--- src/rtl/router_pkg.sv ---
// Shared router definitions: read_en port ordering, default flit width and
// the idle/one-hot grant encodings used by the output arbiters.
package router_pkg;

  // Bit positions of the per-output-port grants in read_en
  localparam int unsigned PORT_N = 0;
  localparam int unsigned PORT_E = 1;
  localparam int unsigned PORT_W = 2;
  localparam int unsigned PORT_S = 3;
  localparam int unsigned PORT_L = 4;
  localparam int unsigned NUM_PORTS = 5;

  // Default flit width
  localparam int unsigned FLIT_WIDTH = 32;

  // Arbiter grant states: idle or one-hot in read_en bit order
  typedef enum logic [NUM_PORTS-1:0] {
    ARB_IDLE  = 5'b00000,
    ARB_GNT_N = 5'b00001,
    ARB_GNT_E = 5'b00010,
    ARB_GNT_W = 5'b00100,
    ARB_GNT_S = 5'b01000,
    ARB_GNT_L = 5'b10000
  } arb_state_e;

endpackage : router_pkg

--- src/rtl/rx_fifo_mem.sv ---
// DEPTH x DATA_WIDTH register file for the receive FIFO. One-hot write
// select, one-hot read mux, storage intentionally not reset.
module rx_fifo_mem #(
  parameter int unsigned DATA_WIDTH = 32,
  parameter int unsigned DEPTH      = 4
) (
  input  logic                  clk,
  input  logic                  wr_en,
  input  logic [DEPTH-1:0]      wr_sel,
  input  logic [DATA_WIDTH-1:0] wr_data,
  input  logic [DEPTH-1:0]      rd_sel,
  output logic [DATA_WIDTH-1:0] rd_data
);

  logic [DATA_WIDTH-1:0] mem_q [DEPTH];
  logic [DATA_WIDTH-1:0] mem_d [DEPTH];

  // Next storage contents: only the selected slot takes wr_data
  always_comb begin
    for (int unsigned i = 0; i < DEPTH; i++) begin
      mem_d[i] = mem_q[i];
      if (wr_en && wr_sel[i]) begin
        mem_d[i] = wr_data;
      end
    end
  end

  // Storage registers, no reset
  always_ff @(posedge clk) begin
    for (int unsigned i = 0; i < DEPTH; i++) begin
      mem_q[i] <= mem_d[i];
    end
  end

  // One-hot read mux (AND-OR)
  always_comb begin
    rd_data = '0;
    for (int unsigned i = 0; i < DEPTH; i++) begin
      if (rd_sel[i]) begin
        rd_data = rd_data | mem_q[i];
      end
    end
  end

endmodule : rx_fifo_mem

--- src/rtl/handshake_rx_fifo.sv ---
// Router input-port receiver: RTS/DCTS handshake with the upstream router,
// DEPTH-entry FIFO with one-hot pointers, pop on any downstream grant.
// Optional feature macro: RX_FIFO_OCCUPANCY_EN adds the occupancy output.
module handshake_rx_fifo
  import router_pkg::*;
#(
  parameter int unsigned DATA_WIDTH = FLIT_WIDTH,
  parameter int unsigned DEPTH      = 4
) (
  input  logic                          clk,
  input  logic                          rst,
  input  logic [DATA_WIDTH-1:0]         RX,
  input  logic                          RTS,
  output logic                          DCTS,
  input  logic [NUM_PORTS-1:0]          read_en,
  output logic [DATA_WIDTH-1:0]         Data_out,
  output logic                          empty,
  output logic                          full
`ifdef RX_FIFO_OCCUPANCY_EN
  ,
  output logic [$clog2(DEPTH+1)-1:0]    occupancy
`endif
);

  localparam int unsigned CW = $clog2(DEPTH + 1);

  logic             dcts_q,   dcts_d;
  logic [DEPTH-1:0] wr_ptr_q, wr_ptr_d;
  logic [DEPTH-1:0] rd_ptr_q, rd_ptr_d;
  logic [CW-1:0]    count_q,  count_d;
  logic             wr_en;
  logic             rd_en;

  assign full  = (count_q == CW'(DEPTH));
  assign empty = (count_q == '0);
  assign DCTS  = dcts_q;

`ifdef RX_FIFO_OCCUPANCY_EN
  assign occupancy = count_q;
`endif

  // Handshake, pointer rotation and occupancy bookkeeping
  always_comb begin
    // ~dcts_q keeps DCTS from staying high, so a write can never overflow
    dcts_d   = RTS & ~dcts_q & ~full;
    wr_en    = dcts_q & RTS;
    rd_en    = (|read_en) & ~empty;
    wr_ptr_d = wr_ptr_q;
    rd_ptr_d = rd_ptr_q;
    count_d  = count_q;
    if (wr_en) begin
      wr_ptr_d = {wr_ptr_q[DEPTH-2:0], wr_ptr_q[DEPTH-1]};
    end
    if (rd_en) begin
      rd_ptr_d = {rd_ptr_q[DEPTH-2:0], rd_ptr_q[DEPTH-1]};
    end
    if (wr_en && !rd_en) begin
      count_d = count_q + CW'(1);
    end else if (rd_en && !wr_en) begin
      count_d = count_q - CW'(1);
    end
  end

  // Control state registers with synchronous reset
  always_ff @(posedge clk) begin
    if (rst) begin
      dcts_q   <= 1'b0;
      wr_ptr_q <= DEPTH'(1);
      rd_ptr_q <= DEPTH'(1);
      count_q  <= '0;
    end else begin
      dcts_q   <= dcts_d;
      wr_ptr_q <= wr_ptr_d;
      rd_ptr_q <= rd_ptr_d;
      count_q  <= count_d;
    end
  end

  rx_fifo_mem #(
    .DATA_WIDTH (DATA_WIDTH),
    .DEPTH      (DEPTH)
  ) u_mem (
    .clk     (clk),
    .wr_en   (wr_en),
    .wr_sel  (wr_ptr_q),
    .wr_data (RX),
    .rd_sel  (rd_ptr_q),
    .rd_data (Data_out)
  );

endmodule : handshake_rx_fifo

--- config.mk ---
export PLATFORM = sky130hd
export DESIGN_NAME = handshake_rx_fifo
export DESIGN_NICKNAME = d
export VERILOG_FILES = /design/src/rtl/router_pkg.sv /design/src/rtl/rx_fifo_mem.sv /design/src/rtl/handshake_rx_fifo.sv
export SDC_FILE = /design/constraint.sdc
export NUM_CORES = 1
export LEC_CHECK = 0
export BUFFER_PORTS_ARGS = -buffer_cell sky130_fd_sc_hd__buf_2
export CORE_UTILIZATION = 40
export DETAILED_ROUTE_END_ITERATION = 12
export HOLD_SLACK_MARGIN = 0.05
export SLEW_MARGIN = 20
export SYNTH_ARGS = -nofsm -noshare
export SYNTH_HDL_FRONTEND = slang
export SYNTH_SLANG_ARGS = --single-unit
--- constraint.sdc ---
create_clock -name clk -period 5.65 [get_ports clk]
set_clock_uncertainty 0.05 [all_clocks]
set_input_delay 0 -clock clk [delete_from_list [all_inputs] [get_ports clk]]
set_output_delay 0 -clock clk [all_outputs]
set_load 0.005 [all_outputs]
# ---- Word-level counts from Yosys, hierarchy flattened
# Memory sizes are Yosys's and may differ from the RTL's.
# Cells that the tools add are included.
dict set report classes {
  add_sub_neg 2
  n_eq_ne 1
  n_mux 10
  n_bitwise 10
  reduce_logical 11
}
# op count
set op_table {}
lappend op_table {{32-bit two-way mux} 8}
lappend op_table {{32-bit OR} 3}
lappend op_table {{1-bit logical AND} 6}
lappend op_table {{3-bit two-way mux} 2}
lappend op_table {{5-bit OR reduction} 1}
lappend op_table {{1-bit bitwise AND} 4}
lappend op_table {{3-bit by 1-bit adder with 3-bit output (second input constant)} 1}
lappend op_table {{3-bit equality test (second input constant)} 1}
lappend op_table {{3-bit zero test} 1}
lappend op_table {{1-bit NOT} 3}
lappend op_table {{3-bit by 1-bit subtractor with 3-bit output (second input constant)} 1}
lappend op_table {{1-bit zero test} 2}
lappend op_table {{2-bit nonzero test} 1}
dict set report word_totals {
  reg_bits 12
  ramBits 128
  word_cells 39
  n_memories 1
}
# memory depth width rd rd_clocked_by_memory_dff write_ports line
set memory_table {}
lappend memory_table {u_mem.mem_q 4 32 4 0 4 rx_fifo_mem.sv:15} ;# logic [DATA_WIDTH-1:0] mem_q [DEPTH];

# ---- Depth between registers and ports, before layout
# Gate-level depths: netlist of the first run.
dict set report logic_depth {
  ltp_word 7
  ltp_mapped 9
}

# ---- Hierarchy
# A second synthesis of the first run with hierarchy kept.
dict set report unflattened {
  hier_cells 293
  area_unflattened_um2 5087.4
}
# module instances cells_per_inst area_per_inst_um2 seq_area_each_um2
set by_module_without_submodules {}
lappend by_module_without_submodules {rx_fifo_mem 1 240 4566.9 3843.7}
lappend by_module_without_submodules {handshake_rx_fifo 1 53 520.5 240.2}

# ---- Worst setup path before layout of the first run
# No wires, ideal clock.
dict set report synth_path {
  path_kind {reg-to-reg}
  startpoint {register count_q[0]}
  endpoint {register count_q[2]}
  arrival_ns 2.021
  required_time_ns 5.529
  slack_ns 3.509
  stages_incl_launch_ff 10
  cell_sequence {dfxtp_1 > nor3_1 > o21ba_4 > inv_2 > ha_1 > inv_1 > fa_1 > xor2_1 > or3_1 > a21oi_1}
}
dict set report synth_via {
  elab_chain_cells 6
  elab_cells_between_ends 11
  cone_classes {add/sub (2); mux (2); bitwise (2); reduce/logical (5)}
}
# element line
set synth_lines {}
lappend synth_lines {{start, declared} handshake_rx_fifo.sv:30} ;# logic [CW-1:0] count_q, count_d;
lappend synth_lines {{start signal, assigned} handshake_rx_fifo.sv:75} ;# count_q <= count_d;
lappend synth_lines {{3-bit zero test *} handshake_rx_fifo.sv:35} ;# assign empty = (count_q == '0);
lappend synth_lines {{via empty} handshake_rx_fifo.sv:17} ;# output logic empty,
lappend synth_lines {{1-bit NOT *} handshake_rx_fifo.sv:47} ;# rd_en = (|read_en) & ~empty;
lappend synth_lines {{1-bit bitwise AND *} handshake_rx_fifo.sv:47}
lappend synth_lines {{1-bit zero test} handshake_rx_fifo.sv:57} ;# if (wr_en && !rd_en) begin
lappend synth_lines {{1-bit logical AND} handshake_rx_fifo.sv:57}
lappend synth_lines {{3-bit two-way mux / 2-bit nonzero test (equally long branches)} --}
# Mark *: on every way through the listed nets, which the timed path passes. The rest lies on a longest branch. The select of a mux whose other input is x is not followed.
# A chain may end at the register's enable or synchronous reset.

# ---- Final worst setup path of the first run
dict set report layout_path {
  startpoint {register count_q[0]}
  endpoint {register count_q[2]}
}
dict set report layout_via {
  elab_chain_cells 6
  elab_cells_between_ends 11
  cone_classes {add/sub (2); mux (2); bitwise (2); reduce/logical (5)}
}
# element
set layout_lines {}
lappend layout_lines {{branches (longest 6 deep; another with 3-bit by 1-bit subtractor with 3-bit output)}}
# Parallel ways; which one is timed is not known. The select of a mux whose other input is x is not followed.

==> Implementation_results.wiki, run 1 <==
{| class="wikitable"
! Metric !! Value
|-
| First-pass GRT wire length || roughly 16 mm
|-
| Flops & latches, synth || 140
|-
| Reg-to-reg setup timing slack || 3.50 ns
|-
| Syn avg cell area || 17.2 µm²
|-
| PwrDens || 425 nW/µm²
|-
| Sum of net half-perimeters after detailed placement || approximately 5.5 mm
|-
| Floorplan die width || between 100 and 150 µm
|-
| Element type at the critical path start || flip-flop
|-
| Avg WL per Cell || between 15 and 20 µm
|-
| Count of buffers added by post-CTS timing repair for setup || 0
|-
| Kind of cell adding the most delay to the critical path || simple AND/OR/NAND/NOR gates
|-
| Pin slew with the least headroom to its limit || between 0.8 and 0.9 ns
|-
| Via count of the routed design || 2928
|-
| Total congestion overflow after global routing || 0
|-
| Max incr delay on CP || 0.37 ns
|-
| Area taken by multi-input logic gates || 875 µm²
|-
| Worst Hold Class || primary input to flip-flop
|-
| Cell at the root of the clock tree || sky130_fd_sc_hd__clkbuf_16
|-
| Wire length reported by the detailed router || 10.3 mm
|-
| Number of nets in the layout || 453
|-
| Pin count of the biggest net entering global routing || 34
|-
| Final setup violation count || 0
|-
| Number of pins exceeding their max-slew limit in the final report || 0
|-
| Worst slack, placed || 3.41 ns
|-
| Cell type of the slowest stage on the worst timing path || sky130_fd_sc_hd__fa_1
|-
| Synth unique cells || 23
|-
| Clock slew seen by the registers of the worst setup and hold paths || 0.05 ns
|-
| Mean number of vias per cell || 4.95
|-
| Crit share post-route || 38.1%
|-
| Max-cap violations || 0
|-
| Worst rel slew slack || between 40% and 50%
|-
| Fill cells || 1002
|-
| Placeable core area || 12100 µm²
|-
| Area of the mapped netlist || ~5000 µm²
|-
| Worst-skew pair later-pin latency || 0.40 ns
|-
| Effective utilization at floorplan || 41.5%
|-
| Area taken by flip-flops and latches || 4080 µm²
|-
| Critical Path RT || 5.94 ns
|-
| Cell leakage power || 2.37 nW
|-
| Initial antenna violation count || 0
|-
| Die Outline Area || 13000 µm²
|-
| Setup repair after global routing missed its margin || no
|-
| Max Clk Rate || 465 MHz
|-
| # port buffers || 74
|-
| Area growth from synthesis to layout || 29.6%
|-
| First-pass detailed-route iteration total || 7
|-
| Share of cells above drive strength 1 || 26.7%
|-
| Total nets after synthesis || 335
|-
| Number of buffers inserted during clock tree synthesis || 17
|-
| Total Routing Usage GR || 17.1%
|-
| Cell Chain, Critical Path || nor3_1 > o21ba_4 > inv_2 > ha_1 > inv_1 > fa_1 > xor2_1 > or3_1 > a21oi_1
|-
| Num rows || 40
|-
| Top-level I/O count || 75
|-
| Critical path capture point type || flip-flop
|-
| Hold violation count in the final report || 0
|-
| Clock tree from TritonCTS || built
|-
| Iter 0 DRT Violations || 137
|-
| Share of the core filled with cells in the final layout || 53.8%
|-
| Vias in the first global route || 2939
|-
| Final routed DRC violation total || 0
|-
| Antenna violation net count after detailed routing || 0
|-
| Outcome || complete, no violations
|-
| Fraction of the yosys area taken by sequential cells || between 80% and 90%
|-
| Final antenna diode count || 0
|-
| Worst hold slack after final layout || 0.293 ns
|-
| Max VDD drop || 0.231 mV
|-
| Number of buffer and inverter instances along the worst setup path || 2
|-
| Global placement routability congestion || 0.714
|-
| WP data arrival || ~2.4 ns
|-
| Number of synthesis warnings || 0
|-
| Vertical die dimension || 114 µm
|-
| Final worst-path setup slack || 3.50 ns
|-
| Minimum period implied by the final worst setup slack || approximately 2.2 ns
|-
| CTS Buffer Depth || 2
|-
| Path type of the worst setup path || flip-flop to flip-flop
|-
| Sink Count || 140
|-
| Setup TNS || 0 ns
|-
| Number of standard cells after synthesis || 293
|-
| Max H-tree Level || 4
|-
| Max Fanout on Critical Path || 4
|}
## path summary, 6_finish.rpt
kind          startpoint            endpoint  cells after the start
max           count_q[0]          count_q[2]                      9
min               RX[15]  u_mem.mem_q[2][15]                      2
max reg2reg   count_q[0]          count_q[2]                      9
min reg2reg  wr_ptr_q[0]         wr_ptr_q[0]                      1
## flip-flops by register name, indices dropped and copies added, names as in the netlist
name / flops
u_mem.mem_q: 128
wr_ptr_q: 4
rd_ptr_q: 4
DCTS: 1
count_q: 3
## cells in the mapped netlist
library cell | instances | area share [%]
sky130_fd_sc_hd__xor2_1 | 2 | 0.35
sky130_fd_sc_hd__a22oi_1 | 64 | 9.6
sky130_fd_sc_hd__edfxtp_1 | 128 | 76
sky130_fd_sc_hd__inv_1 | 2 | 0.15
sky130_fd_sc_hd__o21ai_0 | 1 | 0.099
sky130_fd_sc_hd__o21ba_4 | 1 | 0.32
sky130_fd_sc_hd__inv_2 | 1 | 0.075
sky130_fd_sc_hd__nor3b_1 | 1 | 0.15
sky130_fd_sc_hd__nor3_1 | 1 | 0.099
sky130_fd_sc_hd__or3_1 | 1 | 0.12
sky130_fd_sc_hd__mux2i_1 | 5 | 1.0
sky130_fd_sc_hd__clkbuf_1 | 17 | 1.3
sky130_fd_sc_hd__nand2_1 | 33 | 2.5
sky130_fd_sc_hd__a211o_1 | 1 | 0.17
sky130_fd_sc_hd__nor4b_1 | 1 | 0.17
sky130_fd_sc_hd__dfxtp_1 | 12 | 4.8
sky130_fd_sc_hd__ha_1 | 1 | 0.25
sky130_fd_sc_hd__and3_1 | 4 | 0.50
sky130_fd_sc_hd__a21oi_1 | 4 | 0.40
sky130_fd_sc_hd__nand2b_1 | 4 | 0.50
sky130_fd_sc_hd__fa_1 | 1 | 0.40
sky130_fd_sc_hd__or4_4 | 1 | 0.22
sky130_fd_sc_hd__nor2_1 | 7 | 0.52
## metrics by stage
step                cells  total power [mW]  area, µm²
finish                591              2.77       6520
global route          591              2.90       6520
CTS                   591              2.79       6520
detailed placement    522              1.73       5580
global placement      522              1.72       5580
floorplan             293              1.50       5030
## cells in the final DEF (no fill, tap or decap)
cell type                         n
sky130_fd_sc_hd__fa_1             1
sky130_fd_sc_hd__xor2_1           2
sky130_fd_sc_hd__nand2b_1         4
sky130_fd_sc_hd__and3_2           4
sky130_fd_sc_hd__clkbuf_16       17
sky130_fd_sc_hd__buf_4            4
sky130_fd_sc_hd__dlygate4sd3_1   38
sky130_fd_sc_hd__dfxtp_1         12
sky130_fd_sc_hd__nand2_1         33
sky130_fd_sc_hd__edfxtp_1       128
sky130_fd_sc_hd__a22oi_1         64
sky130_fd_sc_hd__o21ai_0          1
sky130_fd_sc_hd__nor3b_1          1
sky130_fd_sc_hd__nor3_1           1
sky130_fd_sc_hd__nor2_1           7
sky130_fd_sc_hd__clkinv_2         4
sky130_fd_sc_hd__clkinv_1         3
sky130_fd_sc_hd__or4_4            1
sky130_fd_sc_hd__o21ba_4          1
sky130_fd_sc_hd__clkinvlp_4       4
sky130_fd_sc_hd__inv_2            1
sky130_fd_sc_hd__or3_1            1
sky130_fd_sc_hd__clkinv_4         1
sky130_fd_sc_hd__a21oi_1          4
sky130_fd_sc_hd__mux2i_1          5
sky130_fd_sc_hd__inv_1            2
sky130_fd_sc_hd__ha_1             1
sky130_fd_sc_hd__buf_2           74
sky130_fd_sc_hd__a211o_1          1
sky130_fd_sc_hd__nor4b_1          1
sky130_fd_sc_hd__bufinv_16        2
## cell families after synthesis
family	count (synthesis)	share of synthesized area, %
DFF	140	81.2
AOI/OAI and AO/OA	71	10.5
and+or+nand+nor	53	4.75
buffers and inverters	20	1.49
muxes	5	0.995
xor gates and xnor gates	2	0.348
adders and majority gates	2	0.647
## repair_timing
item	in CTS	in global routing
endpoints found under the hold margin	140	0
gates resized for setup	0	0
hold buffers	38	0
## routing by layer
| layer | share of wire (%) | vias to the layer above | global-route usage, % | routed length, µm |
|---|---|---|---|---|
| li1 | - | 1400 | - | - |
| met1 | 45 | 1437 | 21.5 | 4670 |
| met2 | 48 | 84 | 27.6 | 4960 |
| met3 | 5.8 | 7 | 6.14 | 599 |
| met4 | 0.71 | 0 | 5.80 | 73 |
| met5 | 0 | - | 0 | 0 |
## cell type report
cell class              count  area share (%)
inverters                   3           0.173
clock inverters            14            2.00
clock buffers              17            6.53
multi-input cells         133            13.4
flip-flops and latches    140            62.7
repair buffers            116            12.0
well taps                 168            3.23
## report_power, final
part / internal, mW / switching, mW / leakage (nW) / total (mW)
clock: 0.638 / 0.393 / 0.263 / 1.03
combinational: 0.245 / 0.279 / 0.852 / 0.525
sequential: 1.17 / 0.0463 / 1.25 / 1.21
No activity file was read; power rests on OpenSTA's default activity.
==> run 2, diff against run 1 <==
==> constraint.sdc (replaced) <==
create_clock -name clk -period 2.1 [get_ports clk]
set_clock_uncertainty 0.05 [all_clocks]
set_input_delay 0 -clock clk [delete_from_list [all_inputs] [get_ports clk]]
set_output_delay 0 -clock clk [all_outputs]
set_load 0.005 [all_outputs]
==> Implementation_results.wiki, run 2 (synthesized netlist as in run 1, its figures left out) <==
{| class="wikitable"
! Metric !! Value
|-
| Setup TNS || 0 ns (unchanged)
|-
| Total congestion overflow after global routing || 0 (unchanged)
|-
| Initial antenna violation count || 0 (unchanged)
|-
| Max H-tree Level || 4 (unchanged)
|-
| Top-level I/O count || 75 (unchanged)
|-
| Worst Hold Class || primary input to flip-flop
|-
| Effective utilization at floorplan || 41.5% (unchanged)
|-
| CTS Buffer Depth || 2 (unchanged)
|-
| Clock slew seen by the registers of the worst setup and hold paths || 0.05 ns (about the same)
|-
| Cell at the root of the clock tree || sky130_fd_sc_hd__clkbuf_16
|-
| Top library cells by usage in the layout, fill and taps aside || 128 x sky130_fd_sc_hd__edfxtp_1, 74 x sky130_fd_sc_hd__buf_2, 64 x sky130_fd_sc_hd__a22oi_1, 36 x sky130_fd_sc_hd__dlygate4sd3_1, 33 x sky130_fd_sc_hd__nand2_1
|-
| Count of buffers added by post-CTS timing repair for setup || 0 (unchanged)
|-
| Floorplan die width || 114 µm (unchanged)
|-
| Avg WL per Cell || 17.0 µm (-2.7%)
|-
| Number of buffers inserted during clock tree synthesis || 17 (unchanged)
|-
| Number of pins exceeding their max-slew limit in the final report || 0 (unchanged)
|-
| Most common cell after layout, fill and taps aside || sky130_fd_sc_hd__edfxtp_1
|-
| Worst rel slew slack || 70.9% (+30 points)
|-
| Sink Count || 140 (unchanged)
|-
| Outcome || complete, no violations
|-
| Hold violation count in the final report || 0 (unchanged)
|-
| WP data arrival || 2.28 ns (-0.16 ns)
|-
| Sum of net half-perimeters after detailed placement || 5.55 mm (about the same)
|-
| Global placement routability congestion || 0.666 (-6.7%)
|-
| First-pass GRT wire length || 15.9 mm (-0.17%)
|-
| Worst reg2reg path depth || 9 (unchanged)
|-
| CP startpoint || count_q[2]
|-
| Max VDD drop || 0.854 mV (+270%)
|-
| Die Outline Area || 13000 µm² (unchanged)
|-
| Routed met3 length || 441 µm (-26%)
|-
| Setup repair after global routing missed its margin || no
|-
| Vertical die dimension || 114 µm (unchanged)
|-
| Element type at the critical path start || flip-flop
|-
| Reg-to-reg setup timing slack || 0.12 ns (-3.38 ns)
|-
| Antenna violation net count after detailed routing || 0 (unchanged)
|-
| R2r startpoint || count_q[2]
|-
| Worst setup path endpoint || count_q[2]
|-
| Highest routing layer actually used || met4
|-
| Pin count of the biggest net entering global routing || 34 (unchanged)
|-
| Vias in the first global route || 3018 (+2.7%)
|-
| Largest registers in the final layout || u_mem.mem_q: 128 flops, rd_ptr_q: 4 flops, wr_ptr_q: 4 flops
|-
| Register with the most flip-flops || u_mem.mem_q
|-
| Via count of the routed design || 2970 (+1.4%)
|-
| Final setup violation count || 0 (unchanged)
|-
| PwrDens || 1130 nW/µm² (+170%)
|-
| Detail Route met2 WL || 5.10 mm (+2.9%)
|-
| Area growth from synthesis to layout || 32.1%
|-
| Max FFs per register || 128 (unchanged)
|-
| Final antenna diode count || 0 (unchanged)
|-
| Critical Path RT || 2.40 ns (-3.54 ns)
|-
| # port buffers || 74 (unchanged)
|-
| Mean number of vias per cell || 4.93 (-0.42%)
|-
| Max Fanout on Critical Path || 4 (unchanged)
|-
| Clock tree from TritonCTS || built
|-
| Crit share post-route || 94.4% (+56 points)
|-
| Max Clk Rate || 504 MHz (+8.4%)
|-
| Final routed DRC violation total || 0 (unchanged)
|-
| Number of nets in the layout || 463 (+2.2%)
|-
| Num rows || 40 (unchanged)
|-
| Total Routing Usage GR || 16.8% (-0.34 points)
|-
| Pin slew with the least headroom to its limit || 0.436 ns (-0.449 ns)
|-
| Worst hold slack after final layout || 0.0944 ns (-0.199 ns)
|-
| Iter 0 DRT Violations || 159 (+16%)
|-
| Endpoint of the lowest-slack register-to-register path || count_q[2]
|-
| Cell leakage power || 2.45 nW (+3.4%)
|-
| Worst-skew pair later-pin latency || 0.41 ns (about the same)
|-
| Critical path capture point type || flip-flop
|-
| Share of the core filled with cells in the final layout || 54.9% (+1.1 points)
|-
| Minimum period implied by the final worst setup slack || 1.98 ns (-0.167 ns)
|-
| First-pass detailed-route iteration total || 4 (-3)
|-
| Detailed-routing wirelength on met1 || 4.52 mm (-3.4%)
|-
| Placeable core area || 12100 µm² (unchanged)
|-
| Wire length reported by the detailed router || 10.2 mm (-0.85%)
|-
| Max-cap violations || 0 (unchanged)
|-
| Path type of the worst setup path || flip-flop to flip-flop
|-
| Share of cells above drive strength 1 || 29.7% (+3.0 points)
|}
[run 2: cell type report]
class                   count  area (µm²)
fillers                   997        5470
inverters                   3        11.3
clock inverters            15         131
flip-flops and latches    140        4080
repair buffers            126         901
clock buffers              17         425
multi-input cells         133         882
well taps                 168         210
[run 2: timing repair]
item / CTS / global route
hold buffers: 36 / 0
gates resized for setup: 0 / 1
endpoints found under the hold margin: 140 / 0
setup endpoints to repair: 0 / 1
[run 2: worst min path at each step]
stage / startpoint / endpoint / cells after the start
6_report: read_en[4] / rd_ptr_q[1] / 5
5_1_grt: read_en[3] / rd_ptr_q[1] / 5
4_1_cts: read_en[4] / rd_ptr_q[1] / 5
3_5_place_dp: RX[25] / u_mem.mem_q[2][25] / 1
3_3_place_gp: RX[2] / u_mem.mem_q[0][2] / 1
2_1_floorplan: RX[0] / u_mem.mem_q[0][0] / 0
[run 2: critical path: stages (launching register included)]
cell and delay, ns:
sky130_fd_sc_hd__dfxtp_1 0.33, sky130_fd_sc_hd__nor3_2 0.17, sky130_fd_sc_hd__o21ba_4 0.18, sky130_fd_sc_hd__inv_2 0.05, sky130_fd_sc_hd__ha_1 0.15, sky130_fd_sc_hd__inv_1 0.05, sky130_fd_sc_hd__fa_2 0.33, sky130_fd_sc_hd__xor2_1 0.15
sky130_fd_sc_hd__or3_1 0.31, sky130_fd_sc_hd__a21oi_1 0.14
[run 2: per-stage QoR]
step                cells  power [mW]  setup WS, ns  instance area [µm²]
floorplan             293        4.06        0.0309                 5030
global placement      534        4.73       -0.0367                 5730
detailed placement    534        4.76       -0.0928                 5730
CTS                   602        7.60        0.0334                 6640
global route          602        7.88        0.0267                 6650
finish                602        7.52         0.117                 6650
[run 2: report_power, final]
part	switching [mW]	internal (mW)	leakage [nW]
clock	1.06	1.72	0.277
sequential	0.0465	3.14	1.25
combinational	0.841	0.715	0.918
[run 2: per-layer routing]
layer,up-vias,track usage (%)
met5,-,0
met4,0,7.62
met3,14,4.87
met2,67,27.9
met1,1470,20.3
li1,1419,-
==> run 3, diff against run 2 <==
--- a/config.mk
+++ b/config.mk
@@ -7,6 +7,7 @@
 export LEC_CHECK = 0
 export BUFFER_PORTS_ARGS = -buffer_cell sky130_fd_sc_hd__buf_2
 export CORE_UTILIZATION = 40
+export CTS_BUF_LIST = sky130_fd_sc_hd__clkbuf_2
 export DETAILED_ROUTE_END_ITERATION = 12
 export HOLD_SLACK_MARGIN = 0.05
 export SLEW_MARGIN = 20
==> Implementation_results.wiki, run 3 (synthesized netlist as in run 1, its figures left out) <==
{| class="wikitable"
! Metric !! Value
|-
| Highest routing layer actually used || met4
|-
| Total placed cells including tap cells || 534 (unchanged)
|-
| Number of buffers inserted during clock tree synthesis || 17 (unchanged)
|-
| Combinational Power Share || 26.9% (+6.2 points)
|-
| Max H-tree Level || 4 (unchanged)
|-
| Element type at the critical path start || flip-flop
|-
| Max VDD drop || 0.542 mV (-37%)
|-
| Pin count of the biggest net entering global routing || 34 (unchanged)
|-
| Total Routing Usage GR || 17.4% (+0.67 points)
|-
| Sequential Power Share || 50.4% (+8.0 points)
|-
| Critical path capture point type || flip-flop
|-
| Number of nets in the layout || 506 (+9.3%)
|-
| Vertical die dimension || 114 µm (unchanged)
|-
| Post-route total power || 6.33 mW (-16%)
|-
| Avg WL per Cell || 16.3 µm (-3.8%)
|-
| Internal power component || 4.49 mW (-19%)
|-
| Vias in the first global route || 3255 (+7.9%)
|-
| Cell leakage power || 2.49 nW (+1.8%)
|-
| Effective utilization at floorplan || 41.5% (unchanged)
|-
| Share of cells above drive strength 1 || 28.1% (-1.6 points)
|-
| Max Fanout on Critical Path || 4 (unchanged)
|-
| Cell at the root of the clock tree || sky130_fd_sc_hd__clkbuf_2
|-
| Final setup violation count || 0 (unchanged)
|-
| Outcome || complete, no violations
|-
| Num rows || 40 (unchanged)
|-
| Mean number of vias per cell || 4.83 (-2.1%)
|-
| Initial antenna violation count || 0 (unchanged)
|-
| Cell type of the slowest stage on the worst timing path || sky130_fd_sc_hd__dfxtp_4
|-
| Global placement routability congestion || 0.666 (unchanged)
|-
| Setup TNS || 0 ns (unchanged)
|-
| Crit share post-route || 96.6% (+2.1 points)
|-
| Final antenna diode count || 0 (unchanged)
|-
| Wire length reported by the detailed router || 10.5 mm (+3.1%)
|-
| Max-cap violations || 0 (unchanged)
|-
| Standard cell area after detailed placement || 5730 µm² (unchanged)
|-
| Pin slew with the least headroom to its limit || 0.447 ns (+0.0111 ns)
|-
| Sink Count || 140 (unchanged)
|-
| Minimum period implied by the final worst setup slack || 2.03 ns (+0.0451 ns)
|-
| Max FFs per register || 128 (unchanged)
|-
| Summed area of non-filler cells in the final layout || 6760 µm² (+1.7%)
|-
| Routed met3 length || 555 µm (+26%)
|-
| Path type of the worst setup path || flip-flop to flip-flop
|-
| Part of the total power dissipated in the clock network || 22.7% (-14 points)
|-
| Final worst-path setup slack || 0.0720 ns (-0.0451 ns)
|-
| Iter 0 DRT Violations || 177 (+11%)
|-
| Hold violation count in the final report || 0 (unchanged)
|-
| Die Outline Area || 13000 µm² (unchanged)
|-
| Top-level I/O count || 75 (unchanged)
|-
| Worst rel slew slack || 70.2% (-0.74 points)
|-
| Detailed-routing wirelength on met1 || 4.48 mm (-0.84%)
|-
| First-pass GRT wire length || 16.5 mm (+4.1%)
|-
| Via count of the routed design || 3116 (+4.9%)
|-
| Max incr delay on CP || 0.40 ns (+0.07 ns)
|-
| WP data arrival || 2.60 ns (+0.32 ns)
|-
| Final routed DRC violation total || 0 (unchanged)
|-
| Non-filler instance count after layout || 645 (+7.1%)
|-
| Fill cells || 1008 (+1.1%)
|-
| Detail Route met2 WL || 5.38 mm (+5.6%)
|-
| Top library cells by usage in the layout, fill and taps aside || 128 x sky130_fd_sc_hd__edfxtp_1, 77 x sky130_fd_sc_hd__dlygate4sd3_1, 74 x sky130_fd_sc_hd__buf_2, 64 x sky130_fd_sc_hd__a22oi_1, 33 x sky130_fd_sc_hd__nand2_1
|-
| Worst slack, placed || -0.0928 ns (unchanged)
|-
| Sum of net half-perimeters after detailed placement || 5.55 mm (unchanged)
|-
| Worst hold slack after final layout || 0.251 ns (+0.157 ns)
|-
| Clock tree from TritonCTS || built
|-
| CTS Buffer Depth || 2 (unchanged)
|-
| Clock slew seen by the registers of the worst setup and hold paths || 0.18 ns (+0.13 ns)
|-
| Worst Hold Class || primary input to flip-flop
|-
| Area growth from synthesis to layout || 34.4%
|-
| Largest registers in the final layout || u_mem.mem_q: 128 flops, rd_ptr_q: 4 flops, wr_ptr_q: 4 flops
|-
| Switching power total || 1.84 mW (-5.2%)
|-
| Number of pins exceeding their max-slew limit in the final report || 0 (unchanged)
|-
| Floorplan die width || 114 µm (unchanged)
|-
| Antenna violation net count after detailed routing || 0 (unchanged)
|-
| Register with the most flip-flops || u_mem.mem_q
|-
| Placeable core area || 12100 µm² (unchanged)
|-
| # port buffers || 74 (unchanged)
|-
| PwrDens || 937 nW/µm² (-17%)
|-
| Total congestion overflow after global routing || 0 (unchanged)
|-
| Share of the core filled with cells in the final layout || 55.8% (+0.92 points)
|-
| Switching share of total power || 29.1% (+3.2 points)
|-
| Cell Chain, Critical Path || nor3_4 > o21ba_4 > inv_4 > ha_4 > inv_1 > fa_2 > xor2_1 > or3_1 > a21oi_1
|-
| First-pass detailed-route iteration total || 7 (+3)
|-
| Most common cell after layout, fill and taps aside || sky130_fd_sc_hd__edfxtp_1
|-
| Max Clk Rate || 493 MHz (-2.2%)
|-
| Critical Path RT || 2.67 ns (+0.27 ns)
|-
| Worst-skew pair later-pin latency || 0.67 ns (+0.26 ns)
|}
run 3: cell types whose count changed in the layout (fill, tap and decap cells not counted), moves of 2 or more:
cell,change
sky130_fd_sc_hd__buf_4,+2
sky130_fd_sc_hd__clkbuf_16,-17
sky130_fd_sc_hd__clkbuf_2,+17
sky130_fd_sc_hd__dfxtp_1,-2
sky130_fd_sc_hd__dlygate4sd3_1,+41
run 3: worst paths after layout:
| path | start | end | slack (ns) | cells past startpoint |
|---|---|---|---|---|
| setup / recovery | count_q[1] | count_q[2] | 0.07 | 9 |
| hold / removal | RTS | wr_ptr_q[0] | 0.25 | 4 |
| setup reg to reg | count_q[1] | count_q[2] | 0.07 | 9 |
| hold reg to reg | wr_ptr_q[0] | wr_ptr_q[0] | 0.44 | 1 |
run 3: worst max-delay path: cells and delay by family (launching register included):
kind / cells / cell delay (ns)
AOI/OAI and AO/OA: 2 / 0.30
xor gates and xnor gates: 1 / 0.16
adders and majority gates: 2 / 0.47
buffers and inverters: 2 / 0.11
DFF: 1 / 0.40
and+or+nand+nor: 2 / 0.48
run 3: layout make-up:
type	count	area, µm²	area share (%)
sequential	140	4090	60.5
timing repair buffer	169	1330	19.6
multi-input combinational	133	901	13.3
tap	168	210	3.11
clock inverter	15	131	1.94
clock buffer	17	85.1	1.26
inverter	3	13.8	0.204
run 3: repair_timing:
item | 4_1_cts | 5_1_grt
hold buffers | 74 | 3
endpoints found under the hold margin | 250 | 2
setup buffers | 0 | 2
endpoints found under the setup margin | 0 | 1
resized for setup | 0 | 8
run 3: layer usage:
layer  track usage (%)  up-vias
li1                  -     1506
met1              20.5     1514
met2              29.8       85
met3              4.61       11
met4              8.40        0
met5                 0        -
run 3: power groups by stage:
stage               Clock, mW  Sequential, mW  Combinational, mW
floorplan                   0            3.23              0.820
global placement            0            3.24               1.49
detailed placement          0            3.24               1.52
CTS                      1.49            3.18               1.66
global route             1.60            3.20               1.88
finish                   1.44            3.19               1.70
